### config.mk
export PLATFORM = sky130hd
export DESIGN_NAME = battery_level_monitor
export DESIGN_NICKNAME = d
export VERILOG_FILES = /design/src/rtl/battery_level_monitor.sv
export SDC_FILE = /design/constraint.sdc
export NUM_CORES = 1
export LEC_CHECK = 0
export BUFFER_PORTS_ARGS = -buffer_cell sky130_fd_sc_hd__buf_2
export CAP_MARGIN = 20
export CORE_MARGIN = 8
export CORE_UTILIZATION = 50
export CTS_CLUSTER_DIAMETER = 30
export DETAILED_ROUTE_END_ITERATION = 10
export GPL_ROUTABILITY_DRIVEN = 0
export PLACE_DENSITY = 0.75
export REMOVE_ABC_BUFFERS = 1
export SLEW_MARGIN = 20
export SYNTH_ARGS = -nofsm -noshare
export SYNTH_HDL_FRONTEND = slang
export SYNTH_SLANG_ARGS = --single-unit
### constraint.sdc
create_clock -name clk -period 3.8 [get_ports clk]
set_clock_uncertainty 0.1 [all_clocks]
set_input_delay 0.38 -clock clk [delete_from_list [all_inputs] [get_ports clk]]
set_output_delay 0.38 -clock clk [all_outputs]
set_load 0.02 [all_outputs]
### src/rtl/battery_level_monitor.sv
// Battery-level monitor: sums N_BAT gauge readings per strobe, classifies the total into
// five levels with consecutive-sample qualification, downward hysteresis and a blinking alarm.
module battery_level_monitor #(
  parameter int N_BAT      = 2,
  parameter int BAT_W      = 4,
  parameter int SUM_W      = BAT_W + $clog2(N_BAT),
  parameter int T_LOW      = 3,
  parameter int T_MED      = 10,
  parameter int T_HIGH     = 19,
  parameter int HYST       = 1,
  parameter int STABLE_CNT = 2,
  parameter int BLINK_DIV  = 4
) (
  input  logic                   clk,
  input  logic                   rst,
  input  logic                   sample_en,
  input  logic [N_BAT*BAT_W-1:0] bat_bus,
  output logic [SUM_W-1:0]       sum_q,
  output logic [4:0]             lvl_n,
  output logic                   level_valid,
  output logic                   changed,
  output logic                   alarm_n
);

  // level | meaning
  // CRIT  | sum < T_LOW, alarm blinks
  // LOW   | T_LOW  <= sum < T_MED
  // MED   | T_MED  <= sum < T_HIGH
  // HIGH  | T_HIGH <= sum < FULL_V
  // FULL  | sum == FULL_V
  typedef enum logic [2:0] {
    LVL_CRIT = 3'd0,
    LVL_LOW  = 3'd1,
    LVL_MED  = 3'd2,
    LVL_HIGH = 3'd3,
    LVL_FULL = 3'd4
  } level_t;

  localparam int FULL_V = N_BAT * ((1 << BAT_W) - 1);
  localparam int CNT_W  = $clog2(STABLE_CNT + 1);
  localparam int DIV_W  = (BLINK_DIV > 1) ? $clog2(BLINK_DIV) : 1;

  logic [SUM_W-1:0] r_sum_q;
  logic             r_sum_vld;
  level_t           r_level;
  level_t           r_pend;
  logic [CNT_W-1:0] r_cnt;
  logic [4:0]       r_lvl_n;
  logic             r_level_valid;
  logic             r_changed;
  logic             r_alarm_n;
  logic [DIV_W-1:0] r_div;

  logic [SUM_W-1:0] w_sum;
  logic [31:0]      w_sum_ext;
  logic [31:0]      w_hyst_floor;
  level_t           w_raw;
  level_t           w_cand;
  logic [CNT_W-1:0] w_cnt_nxt;
  logic             w_load;

  function automatic int lower_bound(input level_t lvl);
    case (lvl)
      LVL_LOW:  return T_LOW;
      LVL_MED:  return T_MED;
      LVL_HIGH: return T_HIGH;
      LVL_FULL: return FULL_V;
      default:  return 0;
    endcase
  endfunction

  function automatic logic [4:0] onehot_n(input level_t lvl);
    case (lvl)
      LVL_CRIT: return 5'b01111;
      LVL_LOW:  return 5'b10111;
      LVL_MED:  return 5'b11011;
      LVL_HIGH: return 5'b11101;
      LVL_FULL: return 5'b11110;
      default:  return 5'b11111;
    endcase
  endfunction

  always_comb begin
    w_sum = '0;
    for (int i = 0; i < N_BAT; i++) begin
      w_sum = w_sum + SUM_W'(bat_bus[i*BAT_W +: BAT_W]);
    end
  end

  assign w_sum_ext    = 32'(r_sum_q);
  // HYST < T_LOW keeps this non-negative for every level that can be left downward.
  assign w_hyst_floor = $unsigned(lower_bound(r_level) - HYST);

  always_comb begin
    w_raw = LVL_CRIT;
    if (w_sum_ext == $unsigned(FULL_V))      w_raw = LVL_FULL;
    else if (w_sum_ext >= $unsigned(T_HIGH)) w_raw = LVL_HIGH;
    else if (w_sum_ext >= $unsigned(T_MED))  w_raw = LVL_MED;
    else if (w_sum_ext >= $unsigned(T_LOW))  w_raw = LVL_LOW;
  end

  always_comb begin
    w_cand = w_raw;
    if (r_level_valid && (w_raw < r_level) && (w_sum_ext >= w_hyst_floor)) begin
      w_cand = r_level;
    end
  end

  always_comb begin
    w_cnt_nxt = CNT_W'(1);
    if (w_cand == r_pend) begin
      w_cnt_nxt = (r_cnt == CNT_W'(STABLE_CNT)) ? r_cnt : r_cnt + CNT_W'(1);
    end
  end

  assign w_load = r_sum_vld && (w_cnt_nxt == CNT_W'(STABLE_CNT)) &&
                  (!r_level_valid || (w_cand != r_level));

  always_ff @(posedge clk) begin
    if (rst) begin
      r_sum_q       <= '0;
      r_sum_vld     <= 1'b0;
      r_level       <= LVL_CRIT;
      r_pend        <= LVL_CRIT;
      r_cnt         <= '0;
      r_lvl_n       <= 5'b11111;
      r_level_valid <= 1'b0;
      r_changed     <= 1'b0;
      r_alarm_n     <= 1'b1;
      r_div         <= '0;
    end else begin
      r_sum_vld <= sample_en;
      if (sample_en) r_sum_q <= w_sum;

      r_changed <= 1'b0;
      if (r_sum_vld) begin
        r_pend <= w_cand;
        r_cnt  <= w_cnt_nxt;
        if (w_load) begin
          r_level       <= w_cand;
          r_lvl_n       <= onehot_n(w_cand);
          r_level_valid <= 1'b1;
          r_changed     <= 1'b1;
        end
      end

      // Entering critical starts the blink phase fresh with the alarm asserted.
      if (w_load) begin
        r_alarm_n <= (w_cand != LVL_CRIT);
        r_div     <= '0;
      end else if (r_level_valid && (r_level == LVL_CRIT)) begin
        if (r_div == DIV_W'(BLINK_DIV - 1)) begin
          r_div     <= '0;
          r_alarm_n <= ~r_alarm_n;
        end else begin
          r_div <= r_div + DIV_W'(1);
        end
      end else begin
        r_alarm_n <= 1'b1;
        r_div     <= '0;
      end
    end
  end

  assign sum_q       = r_sum_q;
  assign lvl_n       = r_lvl_n;
  assign level_valid = r_level_valid;
  assign changed     = r_changed;
  assign alarm_n     = r_alarm_n;

endmodule

# After elaboration in Yosys (flattened, before gate mapping)
# Index checks and enable logic that the tools add are counted.
# word_totals
ff_bits,24
wordCells,63
input_bits,11
# op_classes
n_bitwise,3
addsub,4
eq_ne,15
reduce_logical,13
mux,13
n_lt_le_gt_ge,5
# ops
op,count
greater-or-equal comparator 5 x 32 -> 1 bit,1
subtractor 32 x 2 -> 32 bit (second input constant),1
case mux 5 bit (5 select lines),1
case mux 5 bit (4 select lines),1
equality test 3 x 2 -> 1 bit (second input constant),4
2-to-1 mux 2 bit,4
equality test 2 bit (second input constant),3
equality test 3 x 1 -> 1 bit (second input constant),2
equality test 3 bit (second input constant),2
logical NOT 3 bit,2
2-to-1 mux 3 bit,2
adder 4 x 4 -> 5 bit,1
equality test 5 bit (second input constant),1
greater-or-equal comparator 5 x 2 -> 1 bit (second input constant),1
greater-or-equal comparator 5 x 4 -> 1 bit (second input constant),1
greater-or-equal comparator 5 bit (second input constant),1
logical AND 1 bit,5
2-to-1 mux 1 bit,5
adder 2 x 1 -> 2 bit (second input constant),2
OR reduction 4 bit,1
equality test 3 bit,1
less-than comparator 3 bit,1
!= test 3 x 2 -> 1 bit (second input constant),1
!= test 3 bit,1
other kinds (6),8

# Logic depth before layout (Yosys ltp)
# logic_depth
ltp_word,15
mapped_depth,14

# Worst setup path before layout
# No wires, ideal clock.
# synth_timing
path_type,register to register
startpoint,register r_level[2]
endpoint,"register r_lvl_n[2], in the netlist lvl_n[2]"
setup_slack_ns,0.026
setup_time_ns,0.123
arrival_ns,3.551
required_time_ns,3.577
path_stages_with_launch,14
cell_sequence,dfxtp_1 -> clkbuf_1 -> inv_1 -> and3_1 -> a21oi_1 -> ha_1 -> ha_1 -> a2bb2oi_1 -> nand4_1 -> a311oi_2 -> mux2i_2 -> xnor2_1 -> nor4_4 -> mux2_1
# synth_via
elab_chain_len,12
elab_cells_between_ends,25
# synth_lines
item,line_no,rtl
from (decl),45,level_t r_level;
from (signal assigned),140,r_level <= w_cand;
equality test 3 bit (tied with other cells),63,case (lvl)
case mux 5 bit (4 select lines),63,
subtractor 32 x 2 -> 32 bit,92,assign w_hyst_floor = $unsigned(lower_bound(r_level) - HYST);
greater-or-equal comparator 5 x 32 -> 1 bit,104,if (r_level_valid && (w_raw < r_level) && (w_sum_ext >= w_hyst_floor)) begin
logical AND 1 bit,104,
2-to-1 mux 3 bit,104,
equality test 3 bit,111,if (w_cand == r_pend) begin
2-to-1 mux 2 bit,111,
equality test 2 bit,116,assign w_load = r_sum_vld && (w_cnt_nxt == CNT_W'(STABLE_CNT)) &&
logical AND 1 bit (2 in a row),116,
AND reduction 2 bit (no source line),-,
to (signal assigned),141,r_lvl_n <= onehot_n(w_cand);
to (decl),48,logic [4:0] r_lvl_n;
# Several ways; a longest one is shown, not always the timed one.
# A chain may end at the register's enable or synchronous reset.

# Final worst setup path
# layout_timing
startpoint,register r_level[0]
endpoint,register r_level[2]
# layout_via
elab_chain_len,12
elab_cells_between_ends,19
# layout_lines
item,line_no
equality test 3 bit (tied with other cells),63
case mux 5 bit (4 select lines),63
subtractor 32 x 2 -> 32 bit,92
greater-or-equal comparator 5 x 32 -> 1 bit,104
logical AND 1 bit,104
2-to-1 mux 3 bit,104
equality test 3 bit,111
2-to-1 mux 2 bit,111
equality test 2 bit,116
logical AND 1 bit (2 in a row),116
AND reduction 2 bit (no source line),-
# Several ways; a longest one is shown, not always the timed one.

==> impl_results.md <==
* Most area-hungry cell type in the Yosys netlist: dfxtp_1
* # diodes at 0
* Dpl hpwl at 2614 um
* Main synth FF type: dfxtp_1
* Vias per cell at 5.672
* Ys async rst share at 0
* PwrDens at 310.8 nW/um^2
* Setup TNS at 0 ns
* Leak at 0.7839 nW
* Yosys warns at 0
* Largest cells by area after synthesis: dfxtp_1 31%, ha_1 11%, nor2_1 6.6%
* GR Overflow Total at 0
* Peak supply drop at 201.2 uV
* Die width at 71.30 um
* CP Class: flip-flop to flip-flop
* Die area at 5084 um^2
* Fill cells at 255
* Period utilisation layout at 0.9817
* Sequential-to-total area share from yosys stat at 0.3142
* Die height at 71.30 um
* Initial antenna violation count at 0
* CP Launch Type: flip-flop
* Setup violators final at 0
* CTS buffer count at 3
* DR iter-0 viols at 59
* Critical path peak fanout at 6
* Share of the synthesized area in the top cell type at 0.3142
* Cells after Synth at 173
* Largest net degree at the start of global routing at 32
* Htree depth at 1
* Fmax at 268.1 MHz
* Area grow syn2layout at 20.87%
* Clock Root Buffer: clkbuf_4
* Post-layout min period at 3.730 ns
* Post-synth EDFFs at 0
* CTS Buffer Depth at 2
* Antenna-violating nets left at 0
* Req. time, crit path at 3.90 ns
* CORE AREA at 2978 um^2
* Via count at 1350
* Layout cells sized above 1 at 0.2585
* Post-synthesis cell type count at 47
* 1st-pass router iterations at 6
* Vias in the first global route at 1323
* Hold Worst Slack at 0.2678 ns
* Status: complete, no violations
* Total Power at 0.0005743 W
* Most common cell in the netlist: nor2_1
* Clk Latency, worst-skew pair at 0.31 ns
* # DRC at 0
* Register clock-pin slew on the reported worst setup and hold paths at 0.13 ns
* Post-synth design cell area at 1529 um^2
* Min-delay worst type: input port to flip-flop
* Register bit total from synthesis at 24
* Area of the multi-input gates at 1017 um^2
* Synth cell count leaders: 27 x nor2_1, 24 x dfxtp_1, 14 x ha_1
* WL/cell at 14.03 um
* FF/Latch Area at 483.0 um^2
* TritonCTS clock tree: built
* Maxcap violations at 0
* Crit path capture type: flip-flop
* First-pass GRT wire length at 5865 um
* Hold_buf cts at 0
* Clk sinks at 24
* GRT Resource Usage Total at 0.1383
* Actual slew at the worst max-slew pin at 0.5833 ns
* Wirelength, routed at 3338 um
* Worst EP arrival at 3.83 ns
* Starting Density at 0.5134
* Nets at 232
* I/O Pins at 24
* Number of port buffers at 23
* Synthesized area per cell at 8.838 um^2
* Final Hold Viols at 0
* Worst relative slew slack at 0.6084
* Final slew viol count at 0
* Core Rows at 20
## metal layers
| layer | wire (um) | global-route usage |
|---|---|---|
| met5 | 0 | 0 |
| met4 | 55 | 0.04850 |
| met3 | 167 | 0.03766 |
| met2 | 1695 | 0.2490 |
| met1 | 1421 | 0.1505 |
## power by group
part / switching, W / total (W) / leakage (nW) / internal (W)
sequential: 0.0000125 / 0.000273 / 0.197 / 0.000261
clock: 0.0000733 / 0.000180 / 0.0279 / 0.000107
combinational: 0.0000669 / 0.000121 / 0.559 / 0.0000543
total: 0.000153 / 0.000574 / 0.784 / 0.000422
## worst paths after layout
kind	startpoint	endpoint	slack (ns)	depth (start not counted)
worst max-delay path	r_level[0]	r_level[2]	0.07	11
worst min-delay path	sample_en	sum_q[1]	0.27	2
worst max register to register	r_level[0]	r_level[2]	0.07	11
worst min register to register	r_cnt[1]	r_cnt[1]	0.39	2
## kinds of logic (layout without fill, tap and decap cells)
| logic type | count (synthesis) | count (layout) | share of synthesized area |
|---|---|---|---|
| AO/OA/AOI/OAI | 27 | 27 | 0.1252 |
| XOR/XNOR | 7 | 7 | 0.04501 |
| adder cells (fa/ha/maj) | 15 | 15 | 0.1277 |
| buffers and inverters | 19 | 51 | 0.04665 |
| flip-flops | 24 | 24 | 0.3142 |
| multiplexers | 13 | 13 | 0.09901 |
| AND/OR/NAND/NOR | 68 | 68 | 0.2422 |
## critical path, cell delays in order, from the launching register on
cell and delay (ns):
dfxtp_1 0.38, or3_1 0.39, nand2_1 0.09, ha_1 0.23, ha_1 0.30, a2bb2oi_2 0.14, nand4_1 0.18, a311oi_4 0.45
mux2i_4 0.39, xnor2_4 0.13, or4_4 0.54, mux2_1 0.31
## layout make-up
cell class / count / area share
Clock buffer: 3 / 0.01219
Clock inverter: 1 / 0.01625
Inverter: 11 / 0.02234
Multi-Input combinational cell: 130 / 0.5504
Sequential cell: 24 / 0.2613
Tap cell: 33 / 0.02234
Timing Repair Buffer: 36 / 0.1151
## cells in the final DEF, fill, tap and decap left out, types with 5 or more instances in the layout
master / synthesis / final
nor2_1: 27 / 27
buf_2: 0 / 23
dfxtp_1: 24 / 22
ha_1: 14 / 14
buf_4: 0 / 13
inv_1: 11 / 11
mux2i_1: 7 / 7
nor2b_1: 6 / 6
nand2_1: 6 / 6
a211oi_1: 6 / 6
a21oi_1: 5 / 5
## sequential cells by signal, indices dropped and copies added (netlist names), 2 cells and up
| signal | count |
|---|---|
| lvl_n | 5 |
| r_cnt | 2 |
| r_div | 2 |
| r_level | 3 |
| r_pend | 3 |
| sum_q | 5 |
## timing repair
item / CTS / global route
setup buffers: 1 / 5
endpoints found under the setup margin: 2 / 12
cloned: 0 / 0
resized for setup: 1 / 6
pin swaps: 0 / 4
## per-stage QoR
stage	cell area [um^2]	setup slack (ns)	cells	util
6_report	1848	0.06952	238	0.6206
5_1_grt	1848	-0.03667	238	0.6206
4_1_cts	1779	0.04876	233	0.5975
3_5_place_dp	1708	0.007081	228	0.5735
3_3_place_gp	1708	0.1560	228	0.5735
2_1_floorplan	1499	0.1491	165	-
Power figures use the tool's default switching activity.
